## config.mk

```make
export PLATFORM = sky130hd
export DESIGN_NAME = oam_dma_ctrl
export DESIGN_NICKNAME = d
export VERILOG_FILES = /design/src/rtl/oam_dma_ctrl.sv
export SDC_FILE = /design/constraint.sdc
export NUM_CORES = 1
export LEC_CHECK = 0
export ABC_AREA = 1
export CORE_UTILIZATION = 30
export DETAILED_ROUTE_END_ITERATION = 10
export DONT_BUFFER_PORTS = 1
export HOLD_SLACK_MARGIN = 0.02
export PLACE_DENSITY = 0.42
export SLEW_MARGIN = 10
export SYNTH_ARGS = -nofsm -noshare
export SYNTH_HDL_FRONTEND = slang
export SYNTH_SLANG_ARGS = --single-unit
```

## constraint.sdc

```tcl
create_clock -name clk -period 3.14 [get_ports clk]
set_input_delay 0.628 -clock clk [delete_from_list [all_inputs] [get_ports clk]]
set_output_delay 0.628 -clock clk [all_outputs]
set_load 0.005 [all_outputs]
```

## src/rtl/oam_dma_ctrl.sv

```systemverilog
// Sprite-RAM DMA sequencer: on a CPU write to the trigger address it stalls the CPU and
// copies XFER_LEN bytes from page {data,00h} into the OAM data port; otherwise it passes the bus through.
module oam_dma_ctrl #(
  parameter logic [15:0] DMA_TRIG_ADDR = 16'h4014,
  parameter logic [15:0] OAM_DATA_ADDR = 16'h2004,
  parameter int          XFER_LEN      = 256
) (
  input  logic        clk,
  input  logic        rst,
  input  logic [15:0] cpu_addr,
  input  logic [7:0]  cpu_data_out,
  input  logic        cpu_wen,
  input  logic        cpu_ren,
  output logic [7:0]  cpu_data_in,
  output logic        cpu_stall,
  output logic [15:0] mem_addr,
  output logic [7:0]  mem_data_out,
  output logic        mem_wen,
  output logic        mem_ren,
  input  logic [7:0]  mem_data_in,
  output logic        dma_busy,
  output logic        dma_done
);

  typedef enum logic [2:0] {
    S_IDLE,
    S_HALT,
    S_ALIGN,
    S_READ,
    S_WRITE
  } state_e;

  localparam logic [7:0] LAST_IDX = 8'(XFER_LEN - 1);

  state_e     state_q, state_d;
  logic       parity_q, parity_d;
  logic [7:0] idx_q, idx_d;
  logic [7:0] page_q, page_d;
  logic [7:0] buffer_q, buffer_d;
  logic       done_q, done_d;

  always_ff @(posedge clk) begin
    if (rst) begin
      state_q  <= S_IDLE;
      parity_q <= 1'b0;
      idx_q    <= 8'h00;
      page_q   <= 8'h00;
      buffer_q <= 8'h00;
      done_q   <= 1'b0;
    end else begin
      state_q  <= state_d;
      parity_q <= parity_d;
      idx_q    <= idx_d;
      page_q   <= page_d;
      buffer_q <= buffer_d;
      done_q   <= done_d;
    end
  end

  always_comb begin
    state_d      = state_q;
    parity_d     = ~parity_q;
    idx_d        = idx_q;
    page_d       = page_q;
    buffer_d     = buffer_q;
    done_d       = 1'b0;
    mem_addr     = 16'h0000;
    mem_data_out = 8'h00;
    mem_wen      = 1'b0;
    mem_ren      = 1'b0;
    cpu_data_in  = 8'h00;

    case (state_q)
      S_IDLE: begin
        // The trigger write itself still reaches memory like any other CPU write.
        mem_addr     = cpu_addr;
        mem_data_out = cpu_data_out;
        mem_wen      = cpu_wen;
        mem_ren      = cpu_ren;
        cpu_data_in  = mem_data_in;
        if (cpu_wen && (cpu_addr == DMA_TRIG_ADDR)) begin
          page_d  = cpu_data_out;
          idx_d   = 8'h00;
          state_d = S_HALT;
        end
      end
      S_HALT: begin
        // An odd HALT means the next cycle is even, so reads can start right away.
        state_d = parity_q ? S_READ : S_ALIGN;
      end
      S_ALIGN: begin
        state_d = S_READ;
      end
      S_READ: begin
        mem_ren  = 1'b1;
        mem_addr = {page_q, idx_q};
        buffer_d = mem_data_in;
        state_d  = S_WRITE;
      end
      S_WRITE: begin
        mem_wen      = 1'b1;
        mem_addr     = OAM_DATA_ADDR;
        mem_data_out = buffer_q;
        if (idx_q == LAST_IDX) begin
          state_d = S_IDLE;
          done_d  = 1'b1;
        end else begin
          idx_d   = idx_q + 8'd1;
          state_d = S_READ;
        end
      end
      default: begin
        state_d = S_IDLE;
      end
    endcase
  end

  assign cpu_stall = (state_q != S_IDLE);
  assign dma_busy  = (state_q != S_IDLE);
  assign dma_done  = done_q;

endmodule

```

==> results.txt, run 1 <==
----------------------------------------------------
[Critical path]
  CP endpoint kind ... output port
  Crit path required time ... roughly 2.5 ns
  Worst-case reg-to-reg path depth ... 6
  Max Fanout on Critical Path ... 15
  Data arrival time of the critical path ... 1.62 ns
  Critical path class ... flip-flop to output port
  Category of the worst setup path launch point ... flip-flop

[GRT]
  Global-route congestion overflow total ... 0
  Met2 capacity usage during global routing ... between 20% and 30%
  Total routing usage reported by global routing ... between 10% and 20%
  Met1 Track Usage GR ... 23.9%
  First-pass GRT wire length ... roughly 7.3 mm
  Number of antenna violations at the first check in global routing ... 0
  Vias in the first global route ... roughly 1,500
  Global routing's busiest layer ... met2
  Largest net degree at the start of global routing ... 23
  Met3 layer usage reported by global route ... 6.75%

[Routing]
  Post-detailed-route DRC marker count ... 0
  Iter 0 DRT Violations ... 61
  Detailed-route wire length per cell ... ~15 um
  Antenna-violating nets left ... 0
  Overall routed net length ... between 4 and 5 mm
  Per-cell via count in the routed design ... 4.88
  Count of vias placed by the detailed router ... ~1,600
  Count of TritonRoute iterations in the first routing pass ... 5

[Die]
  Core Box Area ... slightly above 5000 sq um
  Die outline height ... 75.4 um
  Die ar. ... 5690 sq um
  I/O pins ... 73
  Initial cell density of the core ... 31.5%
  Placement row count ... 26
  Die width ... ~75 um

[Clock tree]
  Clock transition at the register clock pins on the worst setup and hold paths after CTS ... roughly 0.06 ns
  CTS Sinks ... 29
  Clock tree from TritonCTS ... yes
  Number of gates resized after cts ... 0
  Largest buffer count on any clock path ... 2
  Number of buffers created by CTS ... 5
  Hold bufs inserted after CTS ... 0
  Maximum level of the CTS H-tree ... 2
  Insertion delay of the later-clocked pin in the worst-skew pair ... between 0.2 and 0.3 ns
  Number of setup buffers added after CTS ... 0
  Library cell used as clock root buffer ... clkbuf_8

[Cells and area]
  Synth-to-Final Area Change ... 9.74%
  Fraction of final layout cells with drive strength greater than 1 ... about 7%
  Number of filler cells placed in the layout ... approximately 600
  Layout net count ... 293
  Number of antenna cells inserted ... 0

[Timing]
  Worst Max-Slew Pin Slew ... between 0.4 and 0.5 ns
  Post-layout min period ... roughly 2.2 ns
  Max transition margin ... 67.4%
  Count of endpoints failing setup in the final report ... 0
  Final Max Slew Viols ... 0
  Endpoints failing hold ... 0
  Final period utilization ... a little under three quarters
  Fmax ... 445 MHz
  Worst-case clock skew ... 0.00546 ns
  Setup repair after global routing missed its margin ... no
  Setup TNS ... 0 ns

[Worst hold path]
  Class of the tightest hold or removal check ... input port to flip-flop
  Hold Path Depth ... 1

[Logic synthesis]
  Total nets after synthesis ... 294
  Warning count from the yosys run ... 0
  Cell count after synthesis ... 257
  Synth Area per Inst ... between 6 and 7 sq um
  Sequential area share after synthesis ... 35.9%
  Area contributors post-synth ... dfxtp_1, nand2_1, o21ai_0
  Count of different cell masters after synthesis ... 28
  Register bit count reported by yosys ... 29
  Area fraction of the dominant cell type after synthesis ... between 30% and 40%
  Post-synthesis cell area ... around 1600 sq um
  Top cell type by total area after synthesis ... dfxtp_1

[Placed design]
  Detailed-placement wirelength estimate ... around 3.5 mm
  Final weighted congestion in routability-driven placement ... between 0.8 and 0.9
  Count of buffers from port buffering ... 0

[Pwr]
  Total power draw ... approximately 0.00098 W
  Max rail drop VDD ... 183 uV
  P_int ... ~0.00067 W
  Clk network pwr share ... 38.6%
  Proportion of total power due to net switching ... between 30 and 40%
  Register share of total power ... 40.4%
  Leakage ... about 0.74 nW
  Net switching power ... 0.000305 W
  Pwr Density ... between 500 and 600 nW/um^2
  Combinational group share of total power ... between 20% and 30%

[Flow run]
  Count of maximum capacitance violations ... 0

[Outcome]
  Outcome ... completed

----------------------------------------------------
[per-stage QoR]
stage          hold slack [ns]  util, %  cells  area (sq um)  worst slack (ns)
5_1_grt                  0.385     34.5    326          1780             0.683
3_3_place_gp             0.403     32.5    319          1670              1.23
4_1_cts                  0.390     34.5    326          1780             0.838
2_1_floorplan            0.393        -    257          1620              1.37
3_5_place_dp             0.400     32.5    319          1670              1.15
6_report                 0.399     34.5    326          1780             0.891
[kinds of logic (layout without fill, tap and decap cells)]
logic type,Yosys count,count (layout),synth area share [%]
fa+ha+maj,1,1,0.773
flops,29,29,35.9
simple gates,117,117,30.1
xor+xnor,1,1,0.541
compound gates,64,64,21.3
buf+inv,45,44,11.4
[layout by cell type, fill, tap and decap left out, drive strengths merged]
cell | synthesis | routed
o21bai | 1 | 1
dfxtp | 29 | 29
o211ai | 3 | 3
o21ai | 30 | 30
inv | 33 | 33
clkinv | 1 | 2
nand2 | 70 | 70
a21oi | 24 | 24
buf | 5 | 3
bufinv | 0 | 1
o22ai | 3 | 3
nor2 | 29 | 29
xor2 | 1 | 1
a31oi | 1 | 1
nand3 | 16 | 16
nor3 | 1 | 1
o21a | 1 | 1
ha | 1 | 1
a22o | 1 | 1
nand3b | 1 | 1
clkbuf | 6 | 5
[synthesized netlist by cell type]
library cell  instances
nor2_1               27
a21oi_1              23
a21oi_2               1
buf_6                 1
o22ai_1               3
nand3_2               1
nor3_1                1
dfxtp_1              29
o21a_1                1
nand3b_1              1
o211ai_1              3
o21ai_0              30
nand2_4               1
clkbuf_1              6
clkinv_1              1
ha_1                  1
nor2_2                2
nand3_1              15
buf_2                 3
buf_4                 1
a22o_1                1
a31oi_1               1
inv_1                32
xor2_1                1
nand2_1              67
inv_2                 1
o21bai_1              1
nand2_2               2
[worst max-delay path: stages, from the launching register on]
cell	delay, ns
dfxtp_1	0.34
nor2_2	0.20
nand2_1	0.18
inv_1	0.42
nand2_1	0.11
nand2_1	0.10
[cell type report]
class,count,area (sq um),share of cell area [%]
inverter,34,128,7.19
clock buffer,5,68.8,3.88
multi-input combinational,183,853,48.1
clock inverter,2,35.0,1.97
sequential,29,581,32.7
timing repair buffer,3,22.5,1.27
tap,70,87.6,4.93
[path summary, 6_finish.rpt]
path	from	slack, ns	end
max	state_q[0]$_SDFFE_PP0P_	0.89	mem_data_out[6]
min	rst	0.40	idx_q[2]$_SDFFE_PP0P_
max reg2reg	state_q[0]$_SDFFE_PP0P_	1.35	page_q[3]$_SDFFE_PP0P_
min reg2reg	parity_q$_SDFF_PP0_	0.41	parity_q$_SDFF_PP0_
[power by group through the flow]
stage / registers (W) / clock network [W] / logic [W]
finish: 0.000394 / 0.000377 / 0.000205
global route: 0.000395 / 0.000404 / 0.000237
CTS: 0.000394 / 0.000392 / 0.000209
detailed placement: 0.000402 / 0 / 0.000208
global placement: 0.000403 / 0 / 0.000210
floorplan: 0.000400 / 0 / 0.000175
[flip-flops by register name (all words and copies together), names as in the netlist]
signal,flops
buffer_q,8
idx_q,8
parity_q,1
dma_done,1
state_q,3
page_q,8
[layer usage]
metal | vias to the layer above | wire length [um]
li1 | 821 | -
met1 | 700 | 2310
met2 | 63 | 1950
met5 | - | 0
met4 | 0 | 60
met3 | 6 | 429
Power figures use the tool's default switching activity.
==> run 2: changes to the inputs <==
--- a/config.mk
+++ b/config.mk
@@ -10,7 +10,7 @@
 export DETAILED_ROUTE_END_ITERATION = 10
 export DONT_BUFFER_PORTS = 1
 export HOLD_SLACK_MARGIN = 0.02
-export PLACE_DENSITY = 0.42
+export PLACE_DENSITY = 0.43
 export SLEW_MARGIN = 10
 export SYNTH_ARGS = -nofsm -noshare
 export SYNTH_HDL_FRONTEND = slang
==> constraint.sdc (replaced) <==
create_clock -name clk -period 2.02 [get_ports clk]
set_input_delay 0.404 -clock clk [delete_from_list [all_inputs] [get_ports clk]]
set_output_delay 0.404 -clock clk [all_outputs]
set_load 0.005 [all_outputs]
==> run 2 against run 1 <==
Against the previous run:
- final cell count increased by 1.5%
- worst hold slack got worse by 0.23 ns
- first-iteration DRC count rose by 16%
- worst setup slack worse by 0.76 ns
- routed wire length rose by 0.78%
- sequential power increased by 56%
- clock power grew 55%
- via count shrank 0.50%
- largest cell class unchanged
- highest routed layer unchanged
==> results.txt, run 2 (same netlist as run 1, synthesis figures left out) <==
----------------------------------------------------
[Pwr]
  Pwr Density ... about 830 nW/um^2
  Leakage ... approximately 0.75 nW
  Max rail drop VDD ... about 250 uV

[Cells and area]
  Area of the multi-input gates ... 853 sq um
  Leading cell type in the layout, fill and taps excluded ... nand2_1
  Synth-to-Final Area Change ... 12.5%
  Core utilization of the finished layout ... between 30% and 40%
  Layout net count ... 298
  Area taken by flip-flops and latches ... ~580 sq um
  Fraction of final layout cells with drive strength greater than 1 ... approximately a tenth
  Top library cells by usage in the layout, fill and taps aside ... nand2_1, inv_1, o21ai_0
  Number of filler cells placed in the layout ... 630
  Number of antenna cells inserted ... 0
  Summed area of non-filler cells in the final layout ... 1820 sq um
  Registers with the most flip-flops ... buffer_q: 8 flops, idx_q: 8 flops, page_q: 8 flops

[Critical path]
  Critical path class ... flip-flop to output port
  R2r startpoint ... state_q[0]$_SDFFE_PP0P_
  Max Fanout on Critical Path ... 12
  Slowest cell on the critical path ... dfxtp_1
  CP endpoint kind ... output port
  Data arrival time of the critical path ... about 1.5 ns
  Worst-case reg-to-reg path depth ... 6
  Category of the worst setup path launch point ... flip-flop
  Slowest Stage Delay on Critical Path ... between 0.3 and 0.4 ns
  Library cell appearing most often on the critical path ... nand2_1
  FF-to-FF setup slack ... approximately 0.28 ns
  Crit path required time ... between 1.5 and 2 ns
  Reg-to-Reg End ... page_q[5]$_SDFFE_PP0P_
  Cells traversed along the worst timing path ... nor2_2 > nand2_1 > clkinvlp_4 > nand2_1 > nand2_1

[Clock tree]
  Insertion delay of the later-clocked pin in the worst-skew pair ... ~0.28 ns
  Clock tree from TritonCTS ... yes
  Largest buffer count on any clock path ... 2
  Maximum level of the CTS H-tree ... 2
  Number of buffers created by CTS ... 5
  Library cell used as clock root buffer ... clkbuf_8
  CTS Sinks ... 29
  Clock transition at the register clock pins on the worst setup and hold paths after CTS ... 0.07 ns

[Placed design]
  Final weighted congestion in routability-driven placement ... ~0.83
  Worst slack after detailed placement ... approximately 0.26 ns
  Post-Place Cell Area ... between 1500 and 2000 sq um
  Count of buffers from port buffering ... 0
  Detailed-placement wirelength estimate ... about 3.6 mm

[Routing]
  Antenna-violating nets left ... 0
  Count of TritonRoute iterations in the first routing pass ... 4
  Detailed-route wire length per cell ... roughly 14 um
  Per-cell via count in the routed design ... 4.78
  Iter 0 DRT Violations ... between 70 and 80
  Overall routed net length ... roughly 4.8 mm
  Post-detailed-route DRC marker count ... 0
  Count of vias placed by the detailed router ... between 1,500 and 2,000

[GRT]
  First-pass GRT wire length ... between 7 and 8 mm
  Number of antenna violations at the first check in global routing ... 0
  Total routing usage reported by global routing ... between 10% and 20%
  Global-route congestion overflow total ... 0
  Largest net degree at the start of global routing ... 23
  Vias in the first global route ... ~1,500

[Timing]
  Setup TNS ... 0 ns
  Post-layout min period ... 1.89 ns
  Worst Max-Slew Pin Slew ... between 0.5 and 0.6 ns
  Fmax ... approximately 530 MHz
  Count of endpoints failing setup in the final report ... 0
  Max transition margin ... 66.4%
  Setup repair after global routing missed its margin ... no
  Worst-case clock skew ... about 0.0091 ns
  Final Max Slew Viols ... 0
  Final period utilization ... around 94%
  Final setup slack of the worst path ... approximately 0.13 ns
  Endpoints failing hold ... 0

[Flow run]
  Count of maximum capacitance violations ... 0

[Worst hold path]
  Startpoint of the most critical hold path ... rst
  Worst Hold End ... idx_q[2]$_SDFFE_PP0P_
  Class of the tightest hold or removal check ... input port to flip-flop
  Hold Path Depth ... 1

[Die]
  I/O pins ... 73
  Core Box Area ... 5140 sq um
  Die outline height ... between 70 and 80 um
  Placement row count ... 26
  Die width ... about 75 um
  Die ar. ... between 5000 and 6000 sq um
  Initial cell density of the core ... a little under a third

[Outcome]
  Outcome ... completed

----------------------------------------------------
## run 2: per-stage QoR
step                hold slack, ns  cells  power, W
floorplan                    0.393    257  0.000893
global placement             0.399    322  0.000952
detailed placement           0.403    322  0.000954
CTS                          0.166    329   0.00154
global route                 0.165    331   0.00160
finish                       0.172    331   0.00152
## run 2: report_power, final
group	internal [W]	switching [W]
combinational	0.0000918	0.000228
sequential	0.000593	0.0000198
clock	0.000358	0.000227
## run 2: per-layer routing
layer	vias up	part of all wire [%]	track usage, %
met5	-	0	0
met4	0	1.4	6.17
met3	5	7.1	6.08
met2	53	43	27.5
met1	696	49	23.9
li1	828	-	-
## run 2: area by class of cell
class	instances	share of cell area [%]
Timing Repair Buffer	8	3.30
Multi-Input combinational cell	183	46.9
Inverter	34	7.42
Sequential cell	29	31.9
Tap cell	70	4.81
Clock inverter	2	1.92
Clock buffer	5	3.78
## run 2: worst max path at each step
stage | slack (ns) | startpoint | end
2_1_floorplan | 0.48 | state_q[0]$_SDFFE_PP0P_ | mem_addr[8]
3_3_place_gp | 0.28 | state_q[0]$_SDFFE_PP0P_ | mem_data_out[2]
3_5_place_dp | 0.26 | state_q[0]$_SDFFE_PP0P_ | page_q[5]$_SDFFE_PP0P_
4_1_cts | 0.06 | state_q[0]$_SDFFE_PP0P_ | mem_data_out[2]
5_1_grt | 0.002 | state_q[2]$_SDFFE_PP0P_ | mem_addr[1]
6_report | 0.13 | state_q[0]$_SDFFE_PP0P_ | mem_data_out[2]
## run 2: what timing repair did
item,CTS,global route
pin swaps,0,0
hold buffers,0,0
setup endpoints to repair,8,4
buffers inserted,0,2
gates resized for setup,1,1
hold endpoints to repair,0,0
## run 2: critical path: cells and delay by family (launching register included)
| family | cells | cell delay, ns |
|---|---|---|
| AND/OR/NAND/NOR | 4 | 0.51 |
| buffers and inverters | 1 | 0.31 |
| flip-flops | 1 | 0.38 |
